[config.mk]
export PLATFORM = sky130hd
export DESIGN_NAME = dpbus_rcv_flat
export DESIGN_NICKNAME = d
export VERILOG_FILES = /design/src/rtl/dpbus_pkg.sv /design/src/rtl/dpbus_rcv_if.sv /design/src/rtl/dpbus_endec.sv /design/src/rtl/dpbus_rcv.sv /design/src/flat_wrapper.sv
export SDC_FILE = /design/constraint.sdc
export NUM_CORES = 1
export LEC_CHECK = 0
export ABC_CLOCK_PERIOD_IN_PS = 5450
export CORE_UTILIZATION = 40
export CTS_CLUSTER_DIAMETER = 120
export DETAILED_ROUTE_END_ITERATION = 6
export GPL_TIMING_DRIVEN = 0
export PLACE_DENSITY = 0.64
export SYNTH_ARGS = -nofsm -noshare
export SYNTH_HDL_FRONTEND = slang
export SYNTH_SLANG_ARGS = --single-unit
export TNS_END_PERCENT = 100
[constraint.sdc]
create_clock -name clk -period 5.45 [get_ports clk]
set_input_delay 0.8175 -clock clk [delete_from_list [all_inputs] [get_ports clk]]
set_output_delay 0.8175 -clock clk [all_outputs]
set_load 0.1 [all_outputs]
[src/rtl/dpbus_pkg.sv]
// Shared constants, helper function and FIFO entry type for the datapath bus receiver.
package dpbus_pkg;

  localparam int DEF_WIDTH = 32;
  localparam int DEF_NDRV  = 4;
  localparam int DEF_DEPTH = 2;

  // Ceiling log2 for elaboration-time sizing (returns 0 for value <= 1).
  function automatic int clog2(input int value);
    int r;
    r = 0;
    for (int i = 0; i < 31; i++) begin
      if ((32'sd1 <<< i) < value) begin
        r = i + 1;
      end else begin
        r = r;
      end
    end
    return r;
  endfunction

  localparam int DEF_SRCW = clog2(DEF_NDRV);

  // One buffered bus word with the index of the driver that produced it.
  typedef struct packed {
    logic [DEF_WIDTH-1:0] data;
    logic [DEF_SRCW-1:0]  src;
  } dpbus_entry_t;

endpackage

[src/rtl/dpbus_rcv_if.sv]
// Bus-side inputs and consumer-side outputs of the datapath bus receiver.
interface dpbus_rcv_if
  import dpbus_pkg::*;
#(
  parameter int WIDTH = DEF_WIDTH,
  parameter int NDRV  = DEF_NDRV,
  parameter int SRCW  = clog2(DEF_NDRV)
);
  logic [WIDTH-1:0] bus;
  logic [NDRV-1:0]  bus_en_n;
  logic             cap_n;
  logic             rd;
  logic             clr;
  logic [WIDTH-1:0] dout;
  logic [SRCW-1:0]  dsrc;
  logic             dvalid;
  logic             full;
  logic             cont;
  logic             float;
  logic             ovr;

  modport master (
    output bus, bus_en_n, cap_n, rd, clr,
    input  dout, dsrc, dvalid, full, cont, float, ovr
  );

  modport slave (
    input  bus, bus_en_n, cap_n, rd, clr,
    output dout, dsrc, dvalid, full, cont, float, ovr
  );
endinterface

[src/rtl/dpbus_endec.sv]
// Decodes the active-low driver enables: exactly one, none, or several drivers on the bus.
module dpbus_endec
  import dpbus_pkg::*;
#(
  parameter int NDRV = DEF_NDRV,
  parameter int SRCW = clog2(NDRV)
) (
  input  logic [NDRV-1:0] en_n,
  output logic            one,
  output logic            none,
  output logic            multi,
  output logic [SRCW-1:0] idx
);
  localparam int CW = clog2(NDRV + 1);

  logic [CW-1:0] nlow_s;

  // Count the low enables and remember the position of the (last) low one.
  always_comb begin
    nlow_s = '0;
    idx    = '0;
    for (int i = 0; i < NDRV; i++) begin
      if (!en_n[i]) begin
        nlow_s = nlow_s + CW'(1'b1);
        idx    = SRCW'(i);
      end else begin
        nlow_s = nlow_s;
      end
    end
    one   = (nlow_s == CW'(1'b1));
    none  = (nlow_s == '0);
    multi = !one && !none;
  end
endmodule

[src/rtl/dpbus_rcv.sv]
// Datapath tristate bus receiver: captures on a strobe, tags with the driver index,
// buffers in a small FIFO and reports contention/float/overrun as sticky flags.
module dpbus_rcv
  import dpbus_pkg::*;
#(
  parameter int WIDTH = DEF_WIDTH,
  parameter int NDRV  = DEF_NDRV,
  parameter int DEPTH = DEF_DEPTH,
  parameter int SRCW  = clog2(NDRV)
) (
  input logic        clk,
  input logic        rst_n,
  dpbus_rcv_if.slave bif
);
  localparam int AW = clog2(DEPTH);
  localparam int PW = AW + 1;

  typedef struct packed {
    logic [WIDTH-1:0] data;
    logic [SRCW-1:0]  src;
  } entry_t;

  entry_t          mem_r [DEPTH];
  entry_t          head_r, head_nxt_s, entry_in_s;
  logic [PW-1:0]   wr_ptr_r, rd_ptr_r, count_s, count_nxt_s;
  logic [AW-1:0]   rd_next_idx_s;
  logic            dvalid_r, full_r, cont_r, float_r, ovr_r;
  logic            cap_s, push_s, pop_s, drop_s, empty_s, full_s;
  logic            one_s, none_s, multi_s;
  logic [SRCW-1:0] idx_s;

  dpbus_endec #(.NDRV(NDRV), .SRCW(SRCW)) u_endec (
    .en_n  (bif.bus_en_n),
    .one   (one_s),
    .none  (none_s),
    .multi (multi_s),
    .idx   (idx_s)
  );

  // Push/pop qualification and the entry that will sit at the head after this edge.
  // The head is kept in its own register so an empty FIFO still shows the last popped word.
  always_comb begin
    count_s       = wr_ptr_r - rd_ptr_r;
    empty_s       = (wr_ptr_r == rd_ptr_r);
    full_s        = (wr_ptr_r[PW-1] != rd_ptr_r[PW-1]) &&
                    (wr_ptr_r[PW-2:0] == rd_ptr_r[PW-2:0]);
    cap_s         = !bif.cap_n;
    pop_s         = bif.rd && !empty_s;
    push_s        = cap_s && one_s && (!full_s || pop_s);
    drop_s        = cap_s && one_s && full_s && !pop_s;
    entry_in_s    = '{data: bif.bus, src: idx_s};
    count_nxt_s   = count_s + {{(PW-1){1'b0}}, push_s} - {{(PW-1){1'b0}}, pop_s};
    rd_next_idx_s = rd_ptr_r[AW-1:0] + AW'(1'b1);
    head_nxt_s    = head_r;
    if (empty_s) begin
      if (push_s) begin
        head_nxt_s = entry_in_s;
      end else begin
        head_nxt_s = head_r;
      end
    end else if (pop_s) begin
      if (count_s == PW'(1'b1)) begin
        if (push_s) begin
          head_nxt_s = entry_in_s;
        end else begin
          head_nxt_s = head_r;
        end
      end else begin
        head_nxt_s = mem_r[rd_next_idx_s];
      end
    end else begin
      head_nxt_s = head_r;
    end
  end

  // FIFO storage write port.
  always_ff @(posedge clk or negedge rst_n) begin
    if (!rst_n) begin
      for (int i = 0; i < DEPTH; i++) begin
        mem_r[i] <= '0;
      end
    end else if (push_s) begin
      mem_r[wr_ptr_r[AW-1:0]] <= entry_in_s;
    end
  end

  // Pointers, head register and occupancy status.
  always_ff @(posedge clk or negedge rst_n) begin
    if (!rst_n) begin
      wr_ptr_r <= '0;
      rd_ptr_r <= '0;
      head_r   <= '0;
      dvalid_r <= 1'b0;
      full_r   <= 1'b0;
    end else begin
      if (push_s) begin
        wr_ptr_r <= wr_ptr_r + PW'(1'b1);
      end
      if (pop_s) begin
        rd_ptr_r <= rd_ptr_r + PW'(1'b1);
      end
      head_r   <= head_nxt_s;
      dvalid_r <= (count_nxt_s != '0);
      full_r   <= (count_nxt_s == PW'(DEPTH));
    end
  end

  // Sticky error flags; a new event outranks a simultaneous clear.
  always_ff @(posedge clk or negedge rst_n) begin
    if (!rst_n) begin
      cont_r  <= 1'b0;
      float_r <= 1'b0;
      ovr_r   <= 1'b0;
    end else begin
      cont_r  <= (cap_s && multi_s) || (cont_r && !bif.clr);
      float_r <= (cap_s && none_s)  || (float_r && !bif.clr);
      ovr_r   <= drop_s             || (ovr_r && !bif.clr);
    end
  end

  assign bif.dout   = head_r.data;
  assign bif.dsrc   = head_r.src;
  assign bif.dvalid = dvalid_r;
  assign bif.full   = full_r;
  assign bif.cont   = cont_r;
  assign bif.float  = float_r;
  assign bif.ovr    = ovr_r;
endmodule

[src/flat_wrapper.sv]
// flat-port wrapper written by rule: the top's interface ports become plain ports
module dpbus_rcv_flat import dpbus_pkg::*;
#(
  parameter int WIDTH = DEF_WIDTH,
  parameter int NDRV  = DEF_NDRV,
  parameter int DEPTH = DEF_DEPTH,
  parameter int SRCW  = clog2(NDRV)
)
  (clk, rst_n, bif_bus, bif_bus_en_n, bif_cap_n, bif_rd, bif_clr, bif_dout, bif_dsrc, bif_dvalid, bif_full, bif_cont, bif_float, bif_ovr);
  dpbus_rcv_if #(.WIDTH(WIDTH), .NDRV(NDRV), .SRCW(SRCW)) bif_i ();
  input logic clk;
  input logic rst_n;
  input wire logic [$bits(bif_i.bus)-1:0] bif_bus;
  input wire logic [$bits(bif_i.bus_en_n)-1:0] bif_bus_en_n;
  input wire logic [$bits(bif_i.cap_n)-1:0] bif_cap_n;
  input wire logic [$bits(bif_i.rd)-1:0] bif_rd;
  input wire logic [$bits(bif_i.clr)-1:0] bif_clr;
  output wire logic [$bits(bif_i.dout)-1:0] bif_dout;
  output wire logic [$bits(bif_i.dsrc)-1:0] bif_dsrc;
  output wire logic [$bits(bif_i.dvalid)-1:0] bif_dvalid;
  output wire logic [$bits(bif_i.full)-1:0] bif_full;
  output wire logic [$bits(bif_i.cont)-1:0] bif_cont;
  output wire logic [$bits(bif_i.float)-1:0] bif_float;
  output wire logic [$bits(bif_i.ovr)-1:0] bif_ovr;
  assign bif_i.bus = bif_bus;
  assign bif_i.bus_en_n = bif_bus_en_n;
  assign bif_i.cap_n = bif_cap_n;
  assign bif_i.rd = bif_rd;
  assign bif_i.clr = bif_clr;
  assign bif_dout = bif_i.dout;
  assign bif_dsrc = bif_i.dsrc;
  assign bif_dvalid = bif_i.dvalid;
  assign bif_full = bif_i.full;
  assign bif_cont = bif_i.cont;
  assign bif_float = bif_i.float;
  assign bif_ovr = bif_i.ovr;
  dpbus_rcv #(.WIDTH(WIDTH), .NDRV(NDRV), .DEPTH(DEPTH), .SRCW(SRCW)) u_core (.clk(clk), .rst_n(rst_n), .bif(bif_i));
endmodule
# After elaboration in Yosys (flattened, before gate mapping)
# Cells that the tools add are included.
op_classes:
  bitwise_logic: 2
  mux: 17
  add_sub_neg: 9
  eq_ne: 6
  n_lt_le_gt_ge: 3
  reduce_logical: 27
op_table:
  columns: ["op", "n"]
  rows:
  - ["$mux 34", 8]
  - ["$bwmux 68", 1]
  - ["$demux 34 s1", 1]
  - ["$logic_and 1x1->1", 13]
  - ["$add 3x1->3 const B", 3]
  - ["$mux 3", 3]
  - ["$logic_not 1->1", 7]
  - ["$add 2x1->2 const B", 2]
  - ["$ge 2x2->1 const B", 2]
  - ["$logic_or 1x1->1", 4]
  - ["$mux 2", 2]
  - ["$not 1->2", 2]
  - ["$reduce_bool 2->1", 2]
  - ["$eq 3x1->1 const B", 1]
  - ["$logic_not 3->1", 1]
  - ["$add 2x1->2", 1]
  - ["$eq 2x1->1 const B", 1]
  - ["$eq 2x2->1", 1]
  - ["$eq 2x2->1 const B", 1]
  - ["$lt 2x1->1 const B", 1]
  - ["$mux 1", 2]
  - ["$sub 2x1->2", 1]
  - ["$sub 2x2->2", 1]
  - ["$add 1x1->1 const B", 1]
  - ["2 further kinds", 2]
totals:
  word_cells: 77
  in_bits: 41
  regBits: 111
  out_inout_bits: 39

# Longest topological paths before layout
# Gate-level depths: netlist of run 1.
depth:
  ltp_word: 14
  mapped_depth: 14
  ltp_nobuf: 14

# Modules after synthesis
# From an unflattened synthesis of run 1, not the netlist that was laid out.
hier_totals:
  hier_cells: 405
  area_unflattened_um2: 5470.2
modules_own_cells:
  columns: ["mod", "instances", "area_each_um2", "cells_each", "seq_area_each_um2"]
  rows:
  - ["dpbus_rcv", 1, 5246.3, 375, 2777.7]
  - ["dpbus_endec", 1, 224.0, 30, 0.0]

# Worst setup path after synthesis of run 1
# Ideal clock, no wire load.
synth_path:
  path_type: "input-to-reg"
  startpoint: "input bif_bus_en_n[0]"
  endpoint: "register u_core.mem_r[10] (netlist name)"
  n_path_buf: 2
  arrival_time_ns: 2.992
  t_required_ns: 5.325
  setup_time_ns: 0.125
  path_stages: 12
  path_slack_ns: 2.333
  cell_sequence: "inv_1 -> ha_1 -> or2b_1 -> and2_1 -> ha_1 -> and2b_1 -> a31oi_1 -> nand3_2 -> or3_1 -> buf_6 -> buf_12 -> mux2_4"
synth_between:
  elab_chain_len: 10
synth_rtl:
  columns: ["item", "line_no", "source"]
  rows:
  - ["from (decl)", "flat_wrapper.sv:14", "input wire logic [$bits(bif_i.bus_en_n)-1:0] bif_bus_en_n;"]
  - ["$mux 1 *", "dpbus_endec.sv:23", "if (!en_n[i]) begin"]
  - ["$add 3x1->3", "dpbus_endec.sv:24", "nlow_s = nlow_s + CW'(1'b1);"]
  - ["$mux 3 *", "dpbus_endec.sv:23", null]
  - ["$add 3x1->3", "dpbus_endec.sv:24", null]
  - ["$mux 3 *", "dpbus_endec.sv:23", null]
  - ["$add 3x1->3", "dpbus_endec.sv:24", null]
  - ["$mux 3 *", "dpbus_endec.sv:23", null]
  - ["$eq 3x1->1 *", "dpbus_endec.sv:30", "one = (nlow_s == CW'(1'b1));"]
  - ["$logic_and 1x1->1 * (2 in a row)", "dpbus_rcv.sv:49", "push_s = cap_s && one_s && (!full_s || pop_s);"]
  - ["to (signal, indexed assignment)", "dpbus_rcv.sv:83", "mem_r[wr_ptr_r[AW-1:0]] <= entry_in_s;"]
  - ["to (decl)", "dpbus_rcv.sv:23", "entry_t mem_r [DEPTH];"]
# Mark *: on every way between the ends. The rest lies on a longest branch, timed or not.
# A chain may end at the register's enable or synchronous reset.

# Final worst setup path of run 1
layout_path:
  startpoint: "input bif_bus_en_n[1]"
  endpoint: "register u_core.head_r, in the netlist u_core.bif.dout[30]"
layout_between:
  elab_chain_len: 12
layout_rtl:
  columns: ["item", "line_no", "source"]
  rows:
  - ["$mux 3 *", "dpbus_endec.sv:23", null]
  - ["$add 3x1->3", "dpbus_endec.sv:24", null]
  - ["$mux 3 *", "dpbus_endec.sv:23", null]
  - ["$add 3x1->3", "dpbus_endec.sv:24", null]
  - ["$mux 3 *", "dpbus_endec.sv:23", null]
  - ["$eq 3x1->1 *", "dpbus_endec.sv:30", null]
  - ["$logic_and 1x1->1 * (2 in a row)", "dpbus_rcv.sv:49", null]
  - ["$mux 34 *", null, null]
  - ["$mux 34 (2 in a row)", null, null]
  - ["$mux 34 *", null, null]
  - ["to (signal assigned)", "dpbus_rcv.sv:102", "head_r <= head_nxt_s;"]
  - ["to (decl)", "dpbus_rcv.sv:24", "entry_t head_r, head_nxt_s, entry_in_s;"]
# Mark *: on every way between the ends. The rest lies on a longest branch, timed or not. The select of a mux whose other input is x is not followed.

==> results of run 1 <==
[worst max-delay path, delay by kind of cell]
kind / cells / cell delay (ns)
buf+inv: 3 / 0.98
compound gates: 2 / 0.63
fa+ha+maj: 2 / 0.45
mux: 1 / 0.24
simple gates: 4 / 0.67
[per-layer routing]
layer	track usage	wire length, um
met5	0	0
met4	0.0451	121
met3	0.0268	248
met2	0.274	5130
met1	0.230	5370
[cells in the final DEF (no fill, tap or decap), drive strengths merged, types with 2 or more instances in the layout]
| master | n |
|---|---|
| nor2 | 35 |
| a32o | 2 |
| mux2 | 72 |
| buf | 19 |
| inv | 39 |
| or2b | 2 |
| and2 | 2 |
| nand2 | 3 |
| clkbuf | 17 |
| xnor2 | 8 |
| clkdlybuf4s50 | 77 |
| dfrtp | 111 |
| clkinv | 2 |
| mux2i | 64 |
| or3 | 2 |
| nand2b | 3 |
| o21ai | 2 |
| bufinv | 2 |
| ha | 6 |
| xor2 | 2 |
| a21oi | 34 |
| a31oi | 2 |
[state kept, by name, summed over array words and instances, names as in the netlist]
register / flops
u_core.bif.dvalid: 1
u_core.bif.float: 1
u_core.bif.dsrc: 2
u_core.rd_ptr_r: 2
u_core.bif.dout: 32
u_core.bif.full: 1
u_core.mem_r: 68
u_core.bif.cont: 1
u_core.wr_ptr_r: 2
u_core.bif.ovr: 1
[cell families (layout without fill, tap and decap cells)]
family	after synthesis	after routing	synth area share
adders and majority gates	6	6	0.0137
muxes	136	136	0.305
and+or+nand+nor	52	52	0.0448
buffers and inverters	62	157	0.0651
xor gates and xnor gates	11	11	0.0201
AOI/OAI and AO/OA	43	43	0.0439
DFF	111	111	0.507
[final timing paths]
kind	startpoint	cells past startpoint	endpoint	slack (ns)
hold / removal	u_core.rd_ptr_r[1]$_DFFE_PN0P_	1	u_core.rd_ptr_r[1]$_DFFE_PN0P_	0.50
setup reg to reg	u_core.rd_ptr_r[0]$_DFFE_PN0P_	8	u_core.bif.dout[28]$_DFFE_PN0P_	2.68
max in group asynchronous	rst_n	2	u_core.mem_r[13]$_DFFE_PN0P_	4.14
min in group asynchronous	rst_n	1	u_core.bif.float$_DFF_PN0_	0.57
hold reg to reg	u_core.rd_ptr_r[1]$_DFFE_PN0P_	1	u_core.rd_ptr_r[1]$_DFFE_PN0P_	0.50
setup / recovery	bif_bus_en_n[1]	12	u_core.bif.dout[30]$_DFFE_PN0P_	1.92
[through the flow]
| step | setup TNS (ns) | hold WS [ns] | utilization | worst slack [ns] |
|---|---|---|---|---|
| 6_report | 0 | 0.498 | 0.513 | 1.92 |
| 5_1_grt | 0 | 0.525 | 0.513 | 1.65 |
| 4_1_cts | 0 | 0.498 | 0.513 | 1.87 |
| 3_5_place_dp | 0 | 0.483 | 0.489 | 1.52 |
| 3_3_place_gp | -73.95 | 0.482 | 0.487 | -0.674 |
| 2_1_floorplan | 0 | 0.465 | - | 2.33 |
[final cells by class]
class	instances	area, um^2	area share
Sequential cell	111	2780	0.407
Multi-Input combinational cell	248	2340	0.343
Timing Repair Buffer	79	806	0.118
Clock buffer	11	243	0.0356
Tap cell	176	220	0.0323
Buffer	23	210	0.0308
Inverter	39	146	0.0215
Clock inverter	5	81.3	0.0119
==> impl_metrics.json, run 1 <==
{
  "synth_nets": 468,
  "rsz0062_at_grt": "no",
  "gp_routability_congestion": 0.708,
  "instances_no_fill": 692,
  "hold_viol": 0,
  "die_h_um": 119,
  "slew_headroom": 0.308,
  "dpl_cell_area_um2": 6500,
  "ant_nets": 0,
  "tritoncts": "done",
  "drt_iter0_markers": 114,
  "vias": 3342,
  "ys_seq_elements": 111,
  "cts_buffers": 9,
  "fmax_mhz": 283,
  "placed_cells": 676,
  "h-tree-depth": 3,
  "synth.area.top_cells": "dfrtp_1, mux2_4, mux2i_1",
  "grt_max_degree": 66,
  "initial_utilization": 0.412,
  "antenna_found_initial": 0,
  "start_kind": "primary input",
  "finalClockSkew_ns": 0.00842,
  "grt_pass1_wl_um": 18600,
  "synth_edf_count": 0,
  "slowest_stage": "clkdlybuf4s50_1",
  "hold_class": "reg2reg",
  "ys_async_sr_fraction": 1.00,
  "seq_area_frac_synth": 0.507,
  "drt-wirelength-per-cell_um": 15.7,
  "grt_pass1_vias": 3536,
  "synth_area_leader_cell": "dfrtp_1",
  "drc": 0,
  "syn_inst": 421,
  "layout-drive-gt1-share": 0.203,
  "fill_cells": 1182,
  "path_class": "in2reg",
  "crit_path_max_incr_delay_ns": 0.50,
  "nNetsFinal": 558,
  "path_cells": "clkdlybuf4s50_1 > inv_1 > ha_1 > or2b_1 > and2_1 > ha_1 > and2b_1 > a31oi_1 > nand3_2 > a21oi_2 > buf_2 > mux2i_1",
  "clockBufferDepth": 2,
  "yosysMostFrequentCell": "dfrtp_1",
  "synthTopCellsByCount": "dfrtp_1, mux2i_1, mux2_4",
  "arrival_ns": 3.80,
  "cts_setup_buffers": 0,
  "synthesis.area_um2": 5470,
  "antennaDiodeCount": 0,
  "tightest_slew_ns": 1.03,
  "ctsRootBufferMaster": "clkbuf_16",
  "ys_warn_count": 0,
  "setup_viol": 0,
  "period_minus_slack_ns": 3.53,
  "cts_hold_buf": 0,
  "gr-usage-all-layers": 0.167,
  "numPortBuffers": 78,
  "synth.distinct_cells": 35,
  "rows": 42,
  "finalCritPeriodShare": 0.648,
  "outcome": "completed",
  "drt_pass1_iterations": 4,
  "drv_slew": 0,
  "required_ns": 5.72,
  "io_pins": 80,
  "hpwl_um": 7320,
  "design_area_um2": 6820,
  "synth_top_area_share": 0.507,
  "clock_latency_ns": 0.35,
  "finalWirelength_um": 10900,
  "worst_path_most_repeated_cell": "ha_1",
  "synthToLayoutAreaGrowth_pct": 24.7,
  "crit_path_end_kind": "flop",
  "synth_top_flop_cell": "dfrtp_1",
  "die_w_um": 119,
  "core_area_um2": 13300,
  "dieArea_um2": 14200,
  "gr-total-overflow": 0,
  "clock-sinks": 111,
  "critPathMaxFanout": 10,
  "cts_resized": 0,
  "clk_pin_slew_ns": 0.07,
  "syn_avg_cell_area_um2": 13.0,
  "drv_cap": 0,
  "avgViaCountPerCell": 4.83
}
Power of run 1 is left out: the tool's default activity adds up to more than one toggle a clock period on the data nets, which glitch-free logic cannot reach.
==> run 2: changes to the inputs <==
Settings changed: ABC_CLOCK_PERIOD_IN_PS 5450 to 3070, PLACE_DENSITY 0.64 to 0.66.
Clock period 5.45 ns to 3.07 ns, I/O delays scaled along.
==> run 2 against run 1 <==
Compared with the run above:
- worst hold slack got worse by 0.33 ns
- core utilization rose by 0.14 points
- global-route usage is 0.29 points lower
- clock skew is 0.0044 ns higher
- register-to-register slack got worse by 2.3 ns
- sequential cell count did not move
- non-clock buffer count grew 3
- critical endpoint is now u_core.mem_r[17]$_DFFE_PN0P_
==> impl_metrics.json, run 2 (synthesized netlist as in run 1, its figures left out) <==
{
  "outcome": "completed",
  "grt_pass1_wl_um": 18400,
  "placed_cells": 676,
  "drv_slew": 0,
  "die_w_um": 119,
  "gp_routability_congestion": 0.692,
  "die_h_um": 119,
  "required_ns": 3.30,
  "slew_headroom": 0.339,
  "initial_utilization": 0.412,
  "clock-sinks": 111,
  "numPortBuffers": 78,
  "busiest_layer": "met2",
  "slowest_stage": "or3_1",
  "arrival_ns": 3.09,
  "top_register": "u_core.mem_r",
  "instances_no_fill": 695,
  "path_class": "in2reg",
  "tritoncts": "done",
  "synthToLayoutAreaGrowth_pct": 25.0,
  "crit_path_end_kind": "flop",
  "largest_reg_flops": 68,
  "grt_pass1_vias": 3574,
  "setup_tns_ns": 0,
  "rows": 42,
  "clk_pin_slew_ns": 0.08,
  "start_kind": "primary input",
  "finalWirelength_um": 11000,
  "grt_util_met1": 0.221,
  "gr-total-overflow": 0,
  "layout-drive-gt1-share": 0.216,
  "avgViaCountPerCell": 4.86,
  "clockBufferDepth": 2,
  "fmax_mhz": 350,
  "critPathMaxFanout": 10,
  "rsz0062_at_grt": "no",
  "fill_cells": 1162,
  "drt_pass1_iterations": 4,
  "clock_latency_ns": 0.35,
  "io_pins": 80,
  "ctsRootBufferMaster": "clkbuf_16",
  "hold_viol": 0,
  "grt_max_degree": 58,
  "vias": 3378,
  "finalClockSkew_ns": 0.0128,
  "nNetsFinal": 561,
  "dieArea_um2": 14200,
  "core_area_um2": 13300,
  "gr-usage-all-layers": 0.165,
  "h-tree-depth": 3,
  "antennaDiodeCount": 0,
  "cts_hold_buf": 0,
  "ant_nets": 0,
  "hold_class": "in2async",
  "use_met2": 0.270,
  "cts_buffers": 9,
  "rrSetupSlack_ns": 0.42,
  "hpwl_um": 7370,
  "drc": 0,
  "setup_viol": 0,
  "drv_cap": 0,
  "final_cell_mix": "dfrtp_1, clkdlybuf4s50_1, mux2i_1",
  "met3_usage": 0.0259,
  "period_minus_slack_ns": 2.86,
  "drt-wirelength-per-cell_um": 15.8,
  "mostFrequentLayoutCell": "dfrtp_1",
  "crit_path_max_incr_delay_ns": 0.40,
  "antenna_found_initial": 0,
  "worst_path_most_repeated_cell": "ha_1",
  "path_cells": "dlygate4sd2_1 > inv_1 > ha_1 > or2b_1 > and2_1 > ha_1 > and2b_1 > a31oi_2 > nand3_2 > or3_1 > buf_6 > buf_12 > mux2_4",
  "drt_iter0_markers": 169,
  "tightest_slew_ns": 0.988,
  "finalCritPeriodShare": 0.932
}
[run 2: what timing repair did]
| action | 4_1_cts | 5_1_grt |
|---|---|---|
| setup buffers | 3 | 1 |
| pin swaps | 2 | 2 |
| resized for setup | 5 | 2 |
| setup endpoints to repair | 88 | 4 |
[run 2: final timing paths]
kind / start / endpoint / depth (start not counted)
worst max-delay path: bif_bus_en_n[0] / u_core.mem_r[17]$_DFFE_PN0P_ / 13
worst min-delay path: rst_n / u_core.bif.cont$_DFF_PN0_ / 1
worst max register to register: u_core.rd_ptr_r[0]$_DFFE_PN0P_ / u_core.bif.dout[12]$_DFFE_PN0P_ / 7
worst min register to register: u_core.bif.float$_DFF_PN0_ / u_core.bif.float$_DFF_PN0_ / 1
max in group asynchronous: rst_n / u_core.mem_r[11]$_DFFE_PN0P_ / 2
min in group clk: bif_bus_en_n[2] / u_core.mem_r[35]$_DFFE_PN0P_ / 3
[run 2: layout make-up]
cell class / instances / area (um^2) / area share
multi-input combinational: 248 / 2370 / 0.346
clock inverter: 7 / 73.8 / 0.0108
inverter: 39 / 146 / 0.0214
sequential: 111 / 2780 / 0.406
timing repair buffer: 83 / 835 / 0.122
tap: 176 / 220 / 0.0322
buffer: 22 / 199 / 0.0291
clock buffer: 9 / 225 / 0.0329
[run 2: metrics by stage]
| stage | hold WS, ns | area (um^2) | setup slack (ns) | util |
|---|---|---|---|---|
| 6_report | 0.164 | 6840 | 0.209 | 0.515 |
| 5_1_grt | 0.221 | 6840 | 0.00245 | 0.515 |
| 4_1_cts | 0.201 | 6830 | 0.138 | 0.513 |
| 3_5_place_dp | 0.486 | 6500 | -0.530 | 0.489 |
| 3_3_place_gp | 0.478 | 6470 | -2.68 | 0.487 |
| 2_1_floorplan | 0.165 | 5470 | 0.310 | - |
[run 2: layer usage]
metal / up-vias / wire (um) / share of wire
met2: 51 / 5300 / 0.48
met3: 9 / 238 / 0.022
li1: 1606 / - / -
met1: 1712 / 5320 / 0.48
met4: 0 / 112 / 0.010
met5: - / 0 / 0
[run 2: critical path, delay by kind of cell]
family          cells  cell delay (ns)
buf+inv             4             0.59
compound gates      1             0.17
fa+ha+maj           2             0.47
simple gates        5             1.08
mux                 1             0.30
Power of run 2 is left out for the same reason.
==> run 3: changes to the inputs <==
Settings changed: SLEW_MARGIN set to 15.
==> run 3 against run 2 <==
Compared with the run above:
- sequential cell count stayed put
- core utilization is 0.32 points lower
- via count is 0.30% lower
- cell count is 0.43% lower
- final area is 0.62% lower
- sequential share of layout area is 0.25 points higher
- global-route usage is 0.11 points lower
- critical path depth stayed put
- first-iteration DRC count is 5.3% higher
- count of clock-buffer cells in the layout stayed put
- non-clock buffer count is 3 lower
- critical endpoint unchanged
==> impl_metrics.json, run 3 (synthesized netlist as in run 1, its figures left out) <==
{
  "nNetsFinal": 558,
  "arrival_ns": 3.13,
  "gp_routability_congestion": 0.692,
  "gr-usage-all-layers": 0.163,
  "clk_pin_slew_ns": 0.07,
  "start_kind": "primary input",
  "outcome": "completed",
  "top_register": "u_core.mem_r",
  "cts_buffers": 9,
  "pre_cts_slack_ns": -0.523,
  "rrSetupSlack_ns": 0.44,
  "initial_utilization": 0.412,
  "layout-drive-gt1-share": 0.211,
  "slew_headroom": 0.341,
  "r2r-end": "u_core.bif.dout[23]$_DFFE_PN0P_",
  "core_area_um2": 13300,
  "fmax_mhz": 344,
  "h-tree-depth": 3,
  "drv_slew": 0,
  "ctsRootBufferMaster": "clkbuf_16",
  "clock-sinks": 111,
  "rows": 42,
  "io_pins": 80,
  "die_w_um": 119,
  "antenna_found_initial": 0,
  "drt-wirelength-per-cell_um": 15.6,
  "hpwl_um": 7340,
  "drc": 0,
  "path_class": "in2reg",
  "fill_cells": 1157,
  "rsz0062_at_grt": "no",
  "grt_pass1_vias": 3554,
  "period_minus_slack_ns": 2.90,
  "ff2ff_path_depth": 9,
  "finalWirelength_um": 10800,
  "avgViaCountPerCell": 4.87,
  "ant_nets": 0,
  "drt_pass1_iterations": 4,
  "hold_class": "in2async",
  "synthToLayoutAreaGrowth_pct": 24.2,
  "hold_viol": 0,
  "drt_iter0_markers": 178,
  "crit_path_end_kind": "flop",
  "final_cell_mix": "dfrtp_1, clkdlybuf4s50_1, mux2i_1",
  "mostFrequentLayoutCell": "dfrtp_1",
  "largest_reg_flops": 68,
  "critPathMaxFanout": 10,
  "gr-total-overflow": 0,
  "numPortBuffers": 78,
  "timing.final.ws_setup_ns": 0.166,
  "clockBufferDepth": 2,
  "dieArea_um2": 14200,
  "drv_cap": 0,
  "vias": 3368,
  "finalClockSkew_ns": 0.00859,
  "grt_pass1_wl_um": 18300,
  "finalCritPeriodShare": 0.946,
  "antennaDiodeCount": 0,
  "die_h_um": 119,
  "tightest_slew_ns": 0.985,
  "tritoncts": "done",
  "clock_latency_ns": 0.34,
  "setup_viol": 0,
  "r2r-start": "u_core.wr_ptr_r[0]$_DFFE_PN0P_",
  "required_ns": 3.29,
  "grt_max_degree": 58
}
==> run 3: changes by cell type in the layout (fill, tap and decap cells not counted) <==
cell and change:
bufinv_16 -1, buf_4 -4, clkinv_4 -1, buf_6 +1, clkinvlp_4 +2
==> run 3: worst max path at each step <==
| stage | startpoint | to | slack, ns | depth (start not counted) |
|---|---|---|---|---|
| 6_report | bif_bus_en_n[0] | u_core.mem_r[17]$_DFFE_PN0P_ | 0.17 | 13 |
| 5_1_grt | bif_bus_en_n[0] | u_core.mem_r[20]$_DFFE_PN0P_ | 0.03 | 13 |
| 4_1_cts | bif_bus_en_n[1] | u_core.mem_r[17]$_DFFE_PN0P_ | 0.14 | 13 |
| 2_1_floorplan | bif_bus_en_n[0] | u_core.mem_r[10]$_DFFE_PN0P_ | 0.31 | 12 |
| 3_5_place_dp | bif_bus_en_n[1] | u_core.bif.dout[12]$_DFFE_PN0P_ | -0.52 | 12 |
| 3_3_place_gp | rst_n | u_core.bif.dout[19]$_DFFE_PN0P_ | -2.68 | 1 |
==> run 3: cell type report <==
type	count	area, um^2	area share
Timing Repair Buffer	80	816	0.120
Inverter	39	146	0.0215
Tap cell	176	220	0.0324
Clock buffer	9	225	0.0331
Buffer	22	199	0.0293
Multi-Input combinational cell	248	2370	0.348
Clock inverter	7	50.0	0.00736
Sequential cell	111	2780	0.408
==> run 3: worst max-delay path: stages <==
cell	delay (ns)
dlygate4sd2_1	0.23
inv_1	0.05
ha_1	0.21
or2b_1	0.25
and2_1	0.15
ha_1	0.26
and2b_1	0.16
a31oi_2	0.17
nand3_2	0.16
or3_1	0.41
buf_6	0.16
buf_12	0.15
mux2_4	0.30
==> run 3: stage by stage <==
| step | hold slack [ns] | instance area [um^2] | std cells | setup TNS, ns | utilization |
|---|---|---|---|---|---|
| after global routing | 0.102 | 6800 | 692 | 0 | 0.511 |
| final | 0.0691 | 6800 | 692 | 0 | 0.511 |
| after global placement | 0.478 | 6470 | 675 | -335.61 | 0.487 |
| after CTS | 0.0911 | 6800 | 693 | 0 | 0.511 |
| after detailed placement | 0.464 | 6500 | 676 | -43.84 | 0.489 |
| after floorplan | 0.165 | 5470 | 421 | 0 | - |
==> run 3: repair_timing <==
action	CTS	global route
buffers inserted	2	0
resized for setup	5	2
hold buffers	0	0
endpoints found under the hold margin	0	0
pin swaps	2	3
setup endpoints to repair	88	4
==> run 3: metal layers <==
layer,global-route usage,vias to the layer above,wire [um]
met5,0,-,0
met4,0.0522,0,98
met3,0.0254,6,192
met2,0.267,47,5330
met1,0.222,1711,5200
li1,-,1604,-
Power of run 3 is left out for the same reason.
